File: src/rtl/seg_pkg.sv
// Shared constants for the seven-segment controller: glyphs (active-low, g..a)
// and the conversion FSM state encoding.
package seg_pkg;

    localparam logic [6:0] SEG_BLANK = 7'b1111111;
    localparam logic [6:0] SEG_DASH  = 7'b0111111;

    // Index = digit value 0..F; bit 6 is segment g, bit 0 is segment a.
    localparam logic [6:0] HEX_GLYPH [16] = '{
        7'b1000000, 7'b1111001, 7'b0100100, 7'b0110000,
        7'b0011001, 7'b0010010, 7'b0000010, 7'b1111000,
        7'b0000000, 7'b0010000, 7'b0001000, 7'b0000011,
        7'b1000110, 7'b0100001, 7'b0000110, 7'b0001110
    };

    typedef enum logic [1:0] {
        IDLE   = 2'd0,
        SHIFT  = 2'd1,
        COMMIT = 2'd2
    } state_t;

endpackage

File: src/rtl/seg7_decode.sv
// Combinational 4-bit digit to active-low seven-segment glyph (0-9, A b C d E F).
module seg7_decode
    import seg_pkg::*;
(
    input  logic [3:0] digit,
    output logic [6:0] seg
);

    assign seg = HEX_GLYPH[digit];

endmodule

File: src/rtl/seg_display_ctrl.sv
// Multiplexed seven-segment controller: latches a value on load, converts it to
// BCD (one double-dabble step per clock) or hex, and scans DIGITS digits.
module seg_display_ctrl
    import seg_pkg::*;
#(
    parameter int WIDTH     = 16,
    parameter int DIGITS    = 4,
    parameter int DIV       = 100_000,
    parameter int BLINK_DIV = 256
) (
    input  logic              clk,
    input  logic              rst_n,
    input  logic [WIDTH-1:0]  num,
    input  logic              load,
    input  logic              hex_mode,
    input  logic              lz_blank,
    input  logic [DIGITS-1:0] dp_mask,
    input  logic [DIGITS-1:0] blink_mask,
    output logic              busy,
    output logic              overflow,
    output logic [6:0]        seg,
    output logic              dp,
    output logic [DIGITS-1:0] an
);

    localparam int BW   = 4 * DIGITS;
    localparam int EXTW = WIDTH + BW;
    localparam int IW   = (DIGITS > 1) ? $clog2(DIGITS) : 1;
    localparam int CW   = (DIV > 1) ? $clog2(DIV) : 1;
    localparam int KW   = (BLINK_DIV > 1) ? $clog2(BLINK_DIV) : 1;
    localparam int NW   = (WIDTH > 1) ? $clog2(WIDTH) : 1;

    state_t            state, state_next;
    logic [WIDTH-1:0]  num_q;
    logic              mode_q;
    logic [NW-1:0]     bit_cnt;
    logic [BW-1:0]     bcd, bcd_adj;
    logic              bcd_ovf;
    logic [BW-1:0]     digit_q;
    logic              ovf_q;
    logic [EXTW-1:0]   num_ext;

    logic [CW-1:0]     scan_cnt;
    logic [KW-1:0]     blink_cnt;
    logic [IW-1:0]     idx;
    logic              phase;
    logic              tick;

    logic [3:0]        cur_digit;
    logic [6:0]        dec_seg;
    logic [6:0]        seg_next;
    logic              dp_next;
    logic              blink_on;
    logic              upper_zero;
    logic              lz_hit;

    always_ff @(posedge clk or negedge rst_n) begin
        if (!rst_n) state <= IDLE;
        else        state <= state_next;
    end

    always_comb begin
        state_next = state;
        case (state)
            IDLE:    if (load) state_next = hex_mode ? COMMIT : SHIFT;
            SHIFT:   if (bit_cnt == NW'(WIDTH - 1)) state_next = COMMIT;
            COMMIT:  state_next = IDLE;
            default: state_next = IDLE;
        endcase
    end

    assign busy     = (state != IDLE);
    assign overflow = ovf_q;
    assign num_ext  = EXTW'(num_q);

    // Double-dabble adjust: every nibble >= 5 gets +3 before the shift.
    always_comb begin
        bcd_adj = bcd;
        for (int i = 0; i < DIGITS; i++) begin
            if (bcd[4*i +: 4] >= 4'd5) bcd_adj[4*i +: 4] = bcd[4*i +: 4] + 4'd3;
        end
    end

    always_ff @(posedge clk or negedge rst_n) begin
        if (!rst_n) begin
            num_q   <= '0;
            mode_q  <= 1'b0;
            bit_cnt <= '0;
            bcd     <= '0;
            bcd_ovf <= 1'b0;
            digit_q <= '0;
            ovf_q   <= 1'b0;
        end else begin
            case (state)
                IDLE: if (load) begin
                    num_q   <= num;
                    mode_q  <= hex_mode;
                    bit_cnt <= '0;
                    bcd     <= '0;
                    bcd_ovf <= 1'b0;
                end
                SHIFT: begin
                    bcd     <= {bcd_adj[BW-2:0], num_q[WIDTH-1]};
                    bcd_ovf <= bcd_ovf | bcd_adj[BW-1];
                    num_q   <= num_q << 1;
                    bit_cnt <= bit_cnt + 1'b1;
                end
                COMMIT: begin
                    // Digits and overflow update on the same edge so the scan never sees a mix.
                    if (mode_q) begin
                        digit_q <= num_ext[BW-1:0];
                        ovf_q   <= |num_ext[EXTW-1:BW];
                    end else begin
                        digit_q <= bcd;
                        ovf_q   <= bcd_ovf;
                    end
                end
                default: ;
            endcase
        end
    end

    assign tick = (scan_cnt == CW'(DIV - 1));

    always_ff @(posedge clk or negedge rst_n) begin
        if (!rst_n) begin
            scan_cnt  <= '0;
            blink_cnt <= '0;
            idx       <= '0;
            phase     <= 1'b0;
        end else begin
            scan_cnt <= tick ? '0 : scan_cnt + 1'b1;
            if (tick) begin
                idx <= (idx == IW'(DIGITS - 1)) ? '0 : idx + 1'b1;
                if (blink_cnt == KW'(BLINK_DIV - 1)) begin
                    blink_cnt <= '0;
                    phase     <= ~phase;
                end else begin
                    blink_cnt <= blink_cnt + 1'b1;
                end
            end
        end
    end

    assign cur_digit = digit_q[{idx, 2'b00} +: 4];

    seg7_decode u_decode (
        .digit (cur_digit),
        .seg   (dec_seg)
    );

    // lz_hit: the current digit and every digit above it are zero.
    always_comb begin
        upper_zero = 1'b1;
        lz_hit     = 1'b0;
        for (int i = DIGITS - 1; i >= 0; i--) begin
            upper_zero = upper_zero & (digit_q[4*i +: 4] == 4'd0);
            if (IW'(i) == idx) lz_hit = upper_zero;
        end
    end

    assign blink_on = blink_mask[idx] & phase;

    always_comb begin
        seg_next = dec_seg;
        if (ovf_q)                                       seg_next = SEG_DASH;
        else if (blink_on)                               seg_next = SEG_BLANK;
        else if (lz_blank && (idx != '0) && lz_hit)      seg_next = SEG_BLANK;
        dp_next = blink_on ? 1'b1 : ~dp_mask[idx];
    end

    always_ff @(posedge clk or negedge rst_n) begin
        if (!rst_n) begin
            seg <= SEG_BLANK;
            dp  <= 1'b1;
            an  <= '1;
        end else begin
            seg <= seg_next;
            dp  <= dp_next;
            an  <= ~(DIGITS'(1) << idx);
        end
    end

endmodule

File: config.mk
export PLATFORM = sky130hd
export DESIGN_NAME = seg_display_ctrl
export DESIGN_NICKNAME = d
export VERILOG_FILES = /design/src/rtl/seg_pkg.sv /design/src/rtl/seg7_decode.sv /design/src/rtl/seg_display_ctrl.sv
export SDC_FILE = /design/constraint.sdc
export NUM_CORES = 1
export LEC_CHECK = 0
export BUFFER_PORTS_ARGS = -buffer_cell sky130_fd_sc_hd__buf_4
export CORE_MARGIN = 2
export CORE_UTILIZATION = 30
export DETAILED_ROUTE_END_ITERATION = 12
export GPL_ROUTABILITY_DRIVEN = 0
export PLACE_DENSITY = 0.45
export REMOVE_ABC_BUFFERS = 1
export SYNTH_ARGS = -nofsm -noshare
export SYNTH_HDL_FRONTEND = slang
export SYNTH_SLANG_ARGS = --single-unit
File: constraint.sdc
create_clock -name clk -period 2.51 [get_ports clk]
set_clock_uncertainty 0.1 [all_clocks]
set_input_delay 0.502 -clock clk [delete_from_list [all_inputs] [get_ports clk]]
set_output_delay 0.502 -clock clk [all_outputs]
set_load 0.1 [all_outputs]
* Word level (Yosys, flattened, before mapping)
Memory sizes are Yosys's and may differ from the RTL's.
Index checks and enable logic that the tools add are counted.
** Storage, ports and cells
- Bits in read-only memories :: 112
- Register bits :: 97
- Word-level logic and storage cells :: 102
- RAM bits :: 0
- Output and inout port bits :: 14
- Memories :: 1
- Latch bits :: 0
** Operators by class
- Bitwise operators :: 9
- Reductions and logical operators :: 15
- Equality and inequality tests :: 11
- Multiply operators :: 0
- Magnitude comparators :: 6
- Shifts and indexed selects :: 2
- Add/subtract/negate cells :: 8
- Div/mod/pow operators :: 0
- Multiplexer cells :: 35
** Memories
- (name not given) :: depth 16, bits a word 7, rd ports 1, clocked after memory_dff 0, write ports 0, RTL line seg7_decode.sv:9 : assign seg = HEX_GLYPH[digit];
** Operators with widths (number)
- $pmux W16 S2 :: 2
- $mux W16 :: 3
- $mux W7 :: 5
- $mux W4 :: 5
- $add A17 B1 Y17 const B :: 1
- $eq A17 B17 Y1 const B :: 1
- $mux W17 :: 1
- $add A4 B2 Y4 const B :: 4
- $ge A4 B3 Y1 const B :: 4
- $logic_not A4 Y1 :: 4
- $shiftx A16 B5 Y4 :: 1
- $mux W1 :: 9
- $add A8 B1 Y8 const B :: 1
- $eq A8 B8 Y1 const B :: 1
- $mux W2 :: 4
- $mux W8 :: 1
- $pmux W4 S2 :: 1
- $reduce_and A2 Y1 :: 4
- $reduce_bool A2 Y1 :: 3
- $ge A5 B5 Y1 const B :: 1
- $not A4 Y5 :: 1
- $add A4 B1 Y4 const B :: 1
- $and A1 B1 Y1 :: 4
- $bmux W1 S2 :: 2
- other kinds (16) :: 22

* Depth between registers and ports, before layout
Gate-level depths: netlist of run 1.
- Depth after elaboration :: 9
- Gate-level depth with buffers :: 8

* Hierarchy
A second synthesis of run 1 with hierarchy kept.
** Second synthesis, totals
- Cell total of the unflattened synthesis :: 478
- Area, all modules :: 5012.3 sq um
** Modules (own cells, without submodules)
- seg_display_ctrl :: sequential area each 2442.3 sq um, instances 1, area an instance 4737.0 sq um, cells each 446
- seg7_decode :: sequential area each 0.0 sq um, instances 1, area an instance 275.3 sq um, cells each 32

* Worst setup path before layout of run 1
Ideal clock, no wire load.
- Path kind :: reg2reg
- From :: register scan_cnt[13]
- To :: register blink_cnt[0]
- Required time :: 2.282 ns
- Setup time :: 0.128 ns
- Path buffers :: 1
- Data arrival time :: 1.895 ns
- Path slack :: 0.388 ns
- Stages on the path, launching flop included :: 6
- Path through :: dfrtp_1 or4b_1 or3_1 buf_2 nor2_2 mux2_1
** Between the ends
- Longest elaborated chain between the ends :: 1
** RTL lines
- start, declared :: RTL line seg_display_ctrl.sv:43 : logic [CW-1:0] scan_cnt;
- start signal, assigned :: RTL line seg_display_ctrl.sv:132 : scan_cnt <= tick ? '0 : scan_cnt + 1'b1;
- $eq A17 B17 Y1 :: RTL line seg_display_ctrl.sv:123 : assign tick = (scan_cnt == CW'(DIV - 1));
- end signal, assigned :: RTL line seg_display_ctrl.sv:139 : blink_cnt <= blink_cnt + 1'b1;
- end, declared :: RTL line seg_display_ctrl.sv:44 : logic [KW-1:0] blink_cnt;
Every way passes these cells.
A chain may end at the register's enable or synchronous reset.

* Worst setup path in the final report of run 1
Same ends and word-level chain as after synthesis.

==> results of run 1 <==
[cell families (layout without fill, tap and decap cells)]
| logic type | count (synthesis) | count (layout) | synth area share |
|---|---|---|---|
| AND/OR/NAND/NOR | 169 | 169 | 0.169 |
| flip-flops | 97 | 97 | 0.490 |
| AO/OA/AOI/OAI | 94 | 94 | 0.117 |
| buffers and inverters | 47 | 90 | 0.0367 |
| multiplexers | 35 | 35 | 0.0879 |
| XOR/XNOR | 26 | 26 | 0.0457 |
| adder cells (fa/ha/maj) | 21 | 21 | 0.0528 |
[placed cells by master, fill, tap and decap left out, drive strengths merged, types with 8 or more instances in the layout]
cell	instances
dfrtp	85
buf	52
nor2	45
nand2	42
o21ai	42
nand3	34
inv	22
ha	21
mux2i	19
xor2	15
o22ai	15
clkbuf	13
o31ai	12
dfstp	12
xnor2	11
mux2	10
nand4	8
[flip-flops by register name, indices dropped and copies added (netlist names)]
register,flops
scan_cnt,17
blink_cnt,8
idx,2
an,4
bcd,16
phase,1
bit_cnt,4
digit_q,16
num_q,16
bcd_ovf,1
dp,1
state,2
overflow,1
mode_q,1
seg,7
[metal layers]
layer	GRT usage	up-vias
li1	-	1809
met2	0.209	55
met4	0.0520	0
met1	0.186	1807
met5	0	-
met3	0.0257	12
[through the flow]
step	hold WS [ps]	setup WS, ps
floorplan	106	185
global placement	354	233
detailed placement	357	182
CTS	132	154
global route	149	37.5
finish	102	158
[area by class of cell]
| type | count | area [um2] | share of cell area |
|---|---|---|---|
| multi-input cells | 345 | 2360 | 0.400 |
| flip-flops and latches | 97 | 2440 | 0.414 |
| inverters | 22 | 82.6 | 0.0140 |
| clock buffers | 13 | 260 | 0.0441 |
| repair buffers | 52 | 415 | 0.0704 |
| well taps | 220 | 275 | 0.0467 |
| clock inverters | 3 | 65.1 | 0.0110 |
[power by group through the flow]
| stage | Sequential [uW] | Combinational, uW | Clock (uW) |
|---|---|---|---|
| finish | 2390 | 2450 | 1510 |
| global route | 2460 | 2720 | 1650 |
| CTS | 2400 | 2490 | 1580 |
| detailed placement | 2430 | 2480 | 0 |
| global placement | 2420 | 2450 | 0 |
| floorplan | 2750 | 1420 | 0 |
[critical path: stages (launching register included)]
cell	delay, ps
dfrtp_1	410
or4b_1	540
or3_1	540
nor2_2	270
mux2_1	360
[path summary, 6_finish.rpt]
kind	to	slack (ps)	depth (start not counted)
worst max-delay path	blink_cnt[0]	160	4
worst min-delay path	blink_cnt[6]	100	2
worst max register to register	blink_cnt[0]	160	4
worst min register to register	blink_cnt[6]	370	1
max in group asynchronous	bcd[9]	1780	2
min in group clk	state[0]	260	2
==> results.toml, run 1 <==
[status]
status = "completed"

[worst_hold_path]
min_path_type = "in2async"

[synthesis]
ys_seq_area_frac = 0.490
synthTopCellsByArea = "dfrtp_1 (43%), dfstp_2 (6.3%), ha_1 (5.3%), mux2i_1 (3.8%), o21ai_0 (3.8%)"
avgSynthCellArea_um2 = 10.2
yosys_warnings = 0
synth_top_cell_area_share = 0.427
synthTopCellsByCount = "dfrtp_1 (85), nor2_1 (44), nand2_1 (42), o21ai_0 (38), nand3_1 (34)"
synth_cell_type_count = 48
synth_enable_flop_cells = 0
synthCells = 489
synth_area_leader_cell = "dfrtp_1"
ys_async_sr_fraction = 1.00
synth_area_mm2 = 0.00498
synth.most_common_cell = "dfrtp_1"
synth_ff_type = "dfrtp_1"
ys_seq_elements = 97

[setup_path]
r2r_start = "scan_cnt[13]"
crit_required_ps = 2630
startpoint_type = "flop"
cp-end-kind = "flop"
crit_start = "scan_cnt[13]"
critPathMaxFanout = 7
arrival_ps = 2470
critical_path_class = "reg2reg"

[final_layout]
fill_cells = 1640
fin_nets = 577
drive_gt1_frac = 0.182
final_cell_count_no_fill = 752
diodes = 0
finalInstanceArea_mm2 = 0.00590
fin_util = 0.359
area_growth_pct = 18.4

[routing]
wl_per_cell_um = 15.0
wl_met2_um = 5150
dr_total_vias = 3683
top_layer = "met4"
drc_errors = 0
drt_pass1_iterations = 5
ant_nets = 0
wl_met3_um = 372
wl_met1_um = 5600
vias_per_cell = 4.90
postRouteWirelength_um = 11300
drtIter0Drc = 245

[place]
place_area_mm2 = 0.00557
hpwl_um = 7620
dpl.cell_count = 736
portBuffers = 42

[floorplanning]
pin_count = 43
die_h_um = 133
fp-row-count = 47
die_width_um = 133
design.core.area_mm2 = 0.0164
dieArea_mm2 = 0.0177
start_util = 0.304

[power]
pwr-share-comb = 0.385
seqPwrFrac = 0.377
clkPwrFrac = 0.238
p_per_area_mw_per_mm2 = 1080
leakage_uw = 0.00253
switchingPower_uw = 2480
total_power_uw = 6350
vdd.ir_drop.worst_v = 0.000506
swShare = 0.391
internal-power_uw = 3870

[clock_network]
cts.sinks = 97
cts_buffers = 9
clkLatencyLatePin_ps = 350
root_buffer = "clkbuf_16"
clk_pin_slew_worst_paths_ps = 70
clockBufferDepth = 2
cts_setup_buffers = 0
ctsHoldBuffers = 0
cts_tree = "yes"
cts_max_level = 3
cts_resized = 0

[global_routing]
grt_pass1_wl_um = 19200
grt_overflow = 0
antenna_found_initial = 0
grt_usage = 0.135
grt_pass1_vias = 3683
grt_max_degree = 98

[timing]
drv_slew = 0
tns_ps = 0
worst_pin_slew_ps = 542
rsz0062_at_grt = "false"
hold_viol = 0
fmax_mhz = 425
min_period_ps = 2350
timing.final.crit_share = 0.937
setup_viol = 0
slew_headroom = 0.639

[run]
cap_violations = 0
(Power assumes the default switching activity.)
==> run 2, diff against run 1 <==
ABC_AREA = 1   (was default)
CORE_UTILIZATION = 60   (was 30)
PLACE_DENSITY = 0.79   (was 0.45)
==> run 2 against run 1 <==
Against the previous run: final area is 2.7% lower; first-iteration DRC count grew 31%; global-route usage is 11 points higher; sequential power rose by 7%; register-to-register slack improved by 170 ps; clock-buffer cell count shrank 3; final cell count up 4.0%; die area fell by 47%; fmax up 8.0%; critical path depth up 6; synthesized cell count rose by 29%; via count up 17%; highest routed layer unchanged.
==> results.toml, run 2 <==
[status]
status = "completed"

[run]
cap_violations = 0

[synthesis]
ys_seq_elements = 97
synth_cell_type_count = 34
synth_top_cell_area_share = 0.412
synth_ff_type = "dfrtp_1"
synth_area_mm2 = 0.00517
yosys_warnings = 0
ys_async_sr_fraction = 1.00
synth_enable_flop_cells = 0
synthTopCellsByCount = "nand2_1 (119), dfrtp_1 (85), inv_1 (83), nor2_1 (63), o21ai_0 (48)"
synthCells = 629
synth_area_leader_cell = "dfrtp_1"
synth.most_common_cell = "nand2_1"
synthTopCellsByArea = "dfrtp_1 (41%), nand2_1 (8.6%), dfstp_2 (6.1%), inv_1 (6.0%), ha_1 (5.1%)"
avgSynthCellArea_um2 = 8.22
ys_seq_area_frac = 0.473

[global_routing]
grt_overflow = 0
grt_pass1_wl_um = 19200
antenna_found_initial = 0
grt_usage = 0.245
grt_pass1_vias = 4114
grt_max_degree = 49

[clock_network]
cts_resized = 0
clockBufferDepth = 2
clk_pin_slew_worst_paths_ps = 100
cts_max_level = 3
cts_setup_buffers = 0
cts.sinks = 97
cts_tree = "yes"
ctsHoldBuffers = 0
clkLatencyLatePin_ps = 360
cts_buffers = 9
root_buffer = "clkbuf_8"

[setup_path]
arrival_ps = 2370
crit_slowest_cell = "dfrtp_1"
cp-end-kind = "flop"
crit_path_max_incr_delay_ps = 720
cp_num_buf_inv = 2
critPathMaxFanout = 18
critical_path_class = "reg2reg"
crit_required_ps = 2710
startpoint_type = "flop"
crit_family = "flip-flops"
crit_chain = "inv_4 -> nand2_1 -> nand3_1 -> nand2_2 -> inv_1 -> ha_1 -> nand3_1 -> o21ai_0 -> a21oi_1 -> nand2_1"

[final_layout]
largest_register_ffs = 17
diodes = 0
final_common_cell = "nand2_1"
top_register = "scan_cnt"
final_cell_count_no_fill = 782
final_cell_mix = "nand2_1 (119), dfrtp_1 (85), inv_1 (83), nor2_1 (63), buf_4 (49)"
area_growth_pct = 11.0
drive_gt1_frac = 0.158
fill_cells = 669
fin_nets = 722
fin_util = 0.691

[worst_hold_path]
min_path_type = "in2async"

[floorplanning]
die_width_um = 96.8
design.core.area_mm2 = 0.00830
pin_count = 43
dieArea_mm2 = 0.00937
die_h_um = 96.8
start_util = 0.623
fp-row-count = 33

[routing]
ant_nets = 0
wl_per_cell_um = 13.8
postRouteWirelength_um = 10800
dr_total_vias = 4316
vias_per_cell = 5.52
drc_errors = 0
drtIter0Drc = 321
drt_pass1_iterations = 4

[power]
p_per_area_mw_per_mm2 = 1080
vdd.ir_drop.worst_v = 0.000641
total_power_uw = 6190
leakage_uw = 0.00281

[place]
hpwl_um = 7940
pre_cts_ws_ps = 412
dpl.cell_count = 766
portBuffers = 42

[timing]
rsz0062_at_grt = "false"
worst_pin_slew_ps = 574
timing.final.crit_share = 0.867
finalWorstSetupSlack_ps = 333
fmax_mhz = 459
tns_ps = 0
min_period_ps = 2180
setup_viol = 0
slew_headroom = 0.617
hold_viol = 0
drv_slew = 0
==> run 2: cell count changes after synthesis, sizes merged, moves of 12 or more <==
cell    before  now
nand2       42  130
mux2i       19    0
o31ai       12    0
inv         22   89
clkbuf      19    5
nor2        45   69
o21ai       42   59
a21oi        7   34
==> run 2: power by group <==
part / internal (uW) / switching [uW] / total [uW]
clock: 389 / 547 / 936
sequential: 2090 / 464 / 2560
combinational: 865 / 1840 / 2700
total: 3350 / 2850 / 6190
==> run 2: per-layer routing <==
layer,track usage,vias up,part of all wire
met5,0,-,0
met2,0.415,122,0.48
met4,0.0520,0,0.011
met1,0.338,2044,0.46
met3,0.0354,11,0.049
li1,-,2139,-
==> run 2: final timing paths <==
path	start	to	slack, ps	depth (start not counted)
worst max-delay path	idx[0]	seg[5]	330	10
worst min-delay path	rst_n	scan_cnt[14]	30	1
worst max register to register	idx[0]	seg[5]	330	10
worst min register to register	scan_cnt[0]	scan_cnt[0]	370	1
max in group asynchronous	rst_n	digit_q[7]	1580	2
min in group clk	hex_mode	state[0]	260	2
==> run 2: stage by stage <==
step | cell area [um2] | hold slack (ps)
2_1_floorplan | 5060 | 106
3_3_place_gp | 5560 | 348
3_5_place_dp | 5560 | 360
4_1_cts | 5740 | 46.9
5_1_grt | 5740 | 77.0
6_report | 5740 | 28.8
==> run 2: final cells by class <==
cell class	instances	area, um2	area share
clock buffers	10	138	0.0240
clock inverters	6	43.8	0.00763
inverters	91	348	0.0606
multi-input cells	424	2270	0.395
flip-flops and latches	97	2440	0.426
well taps	105	131	0.0229
repair buffers	49	368	0.0641
==> run 2: cells by family after synthesis <==
family                     share of synthesized area
DFF                                            0.473
xor gates and xnor gates                      0.0305
buffers and inverters                         0.0889
AOI/OAI and AO/OA                              0.140
adders and majority gates                     0.0508
and+or+nand+nor                                0.217
==> run 3, diff against run 2 <==
REMOVE_ABC_BUFFERS = default   (was 1)
==> run 3 against run 2 <==
Against the previous run: final area grew 0.61%; sequential cell count stayed put; critical path type unchanged; global-route usage up 0.46 points; clock-buffer cell count down 1.
==> results.toml, run 3 (synthesis gave the netlist of run 2 again) <==
[status]
status = "completed"

[routing]
drtIter0Drc = 272
ant_nets = 0
drt_pass1_iterations = 5
vias_per_cell = 5.59
dr_total_vias = 4371
postRouteWirelength_um = 11100
wl_per_cell_um = 14.3
drc_errors = 0

[power]
p_per_area_mw_per_mm2 = 1100
vdd.ir_drop.worst_v = 0.000723
leakage_uw = 0.00283

[run]
cap_violations = 0

[final_layout]
diodes = 0
area_growth_pct = 11.7
final_common_cell = "nand2_1"
drive_gt1_frac = 0.157
regArea_mm2 = 0.00244
final_cell_mix = "nand2_1 (119), dfrtp_1 (85), inv_1 (83), nor2_1 (63), o21ai_0 (48)"
multi_input_area_mm2 = 0.00227
top_register = "scan_cnt"
fin_nets = 722
largest_register_ffs = 17
fill_cells = 645

[clock_network]
cts_resized = 0
clkLatencyLatePin_ps = 370
cts_max_level = 3
root_buffer = "clkbuf_8"
clockBufferDepth = 2
cts_setup_buffers = 0
clk_pin_slew_worst_paths_ps = 100
cts_tree = "yes"
cts.sinks = 97
ctsHoldBuffers = 1
cts_buffers = 9

[floorplanning]
start_util = 0.623
dieArea_mm2 = 0.00937
fp-row-count = 33
pin_count = 43
design.core.area_mm2 = 0.00830
die_h_um = 96.8
die_width_um = 96.8

[timing]
slew_headroom = 0.438
drv_slew = 0
hold_ws_ps = 227
worst_pin_slew_ps = 840
fmax_mhz = 469
tns_ps = 0
hold_viol = 0
timing.final.crit_share = 0.849
setup_viol = 0
rsz0062_at_grt = "false"
min_period_ps = 2130

[setup_path]
critPathMaxFanout = 18
critical_path_class = "reg2reg"
crit_required_ps = 2720
arrival_ps = 2340
startpoint_type = "flop"
cp-end-kind = "flop"

[global_routing]
grt_use_met2 = 0.393
antenna_found_initial = 0
grt_usage = 0.250
grt_overflow = 0
met1_usage = 0.351
met3_usage = 0.0455
grt_max_degree = 49
grt_pass1_wl_um = 19500
grt_most_used_layer = "met2"
grt_pass1_vias = 4167

[place]
hpwl_um = 8040
portBuffers = 42

[synthesis]
synth_fp_nets = 679

[worst_hold_path]
min_path_type = "in2reg"
run 3: cell types whose count changed in the layout (fill, tap and decap cells not counted):
cell / change
buf_4: -2
inv_6: +2
buf_12: +1
bufinv_16: +1
clkbuf_8: -1
clkinv_2: -1
clkinv_4: -1
dlygate4sd3_1: +1
run 3: report_power, final:
group	internal [uW]	switching, uW
logic	863	1840
clock network	470	591
registers	2090	477
run 3: cell type report:
cell class                      count  area share
Sequential cell                    97       0.423
Multi-Input combinational cell    424       0.393
Timing Repair Buffer               49      0.0663
Inverter                           91      0.0603
Tap cell                          105      0.0228
Clock buffer                        9      0.0215
Clock inverter                      7      0.0134
run 3: metrics by stage:
| stage | worst slack, ps | instance area (um2) | util | power, uW | cells |
|---|---|---|---|---|---|
| after CTS | 422 | 5770 | 0.695 | 6310 | 782 |
| final | 380 | 5770 | 0.695 | 6330 | 782 |
| after floorplan | 789 | 5170 | - | 4580 | 629 |
| after global placement | 556 | 5560 | 0.670 | 5150 | 765 |
| after global routing | 182 | 5770 | 0.695 | 6790 | 782 |
| after detailed placement | 441 | 5560 | 0.670 | 5260 | 765 |
run 3: layer usage:
| layer | up-vias | routed length [um] |
|---|---|---|
| li1 | 2136 | - |
| met1 | 2105 | 5250 |
| met2 | 112 | 5130 |
| met3 | 18 | 535 |
| met4 | 0 | 225 |
| met5 | - | 0 |
run 3: worst max-delay path, stage by stage (launching register included):
cell	delay, ps
dfrtp_1	730
inv_4	170
nand2_1	110
nand3_1	80
nand2_2	130
inv_1	100
ha_1	230
nand3_1	110
o21ai_0	100
a21oi_1	140
nand2_1	70
run 3: final timing paths:
| kind | depth (start not counted) | endpoint | slack [ps] | from |
|---|---|---|---|---|
| max in group asynchronous | 3 | scan_cnt[5] | 1190 | rst_n |
| worst min register to register | 1 | scan_cnt[0] | 360 | scan_cnt[0] |
| min in group asynchronous | 2 | bcd[14] | 510 | rst_n |
| worst max register to register | 10 | seg[5] | 380 | idx[0] |
| worst max-delay path | 10 | seg[5] | 380 | idx[0] |
| worst min-delay path | 2 | state[0] | 230 | hex_mode |
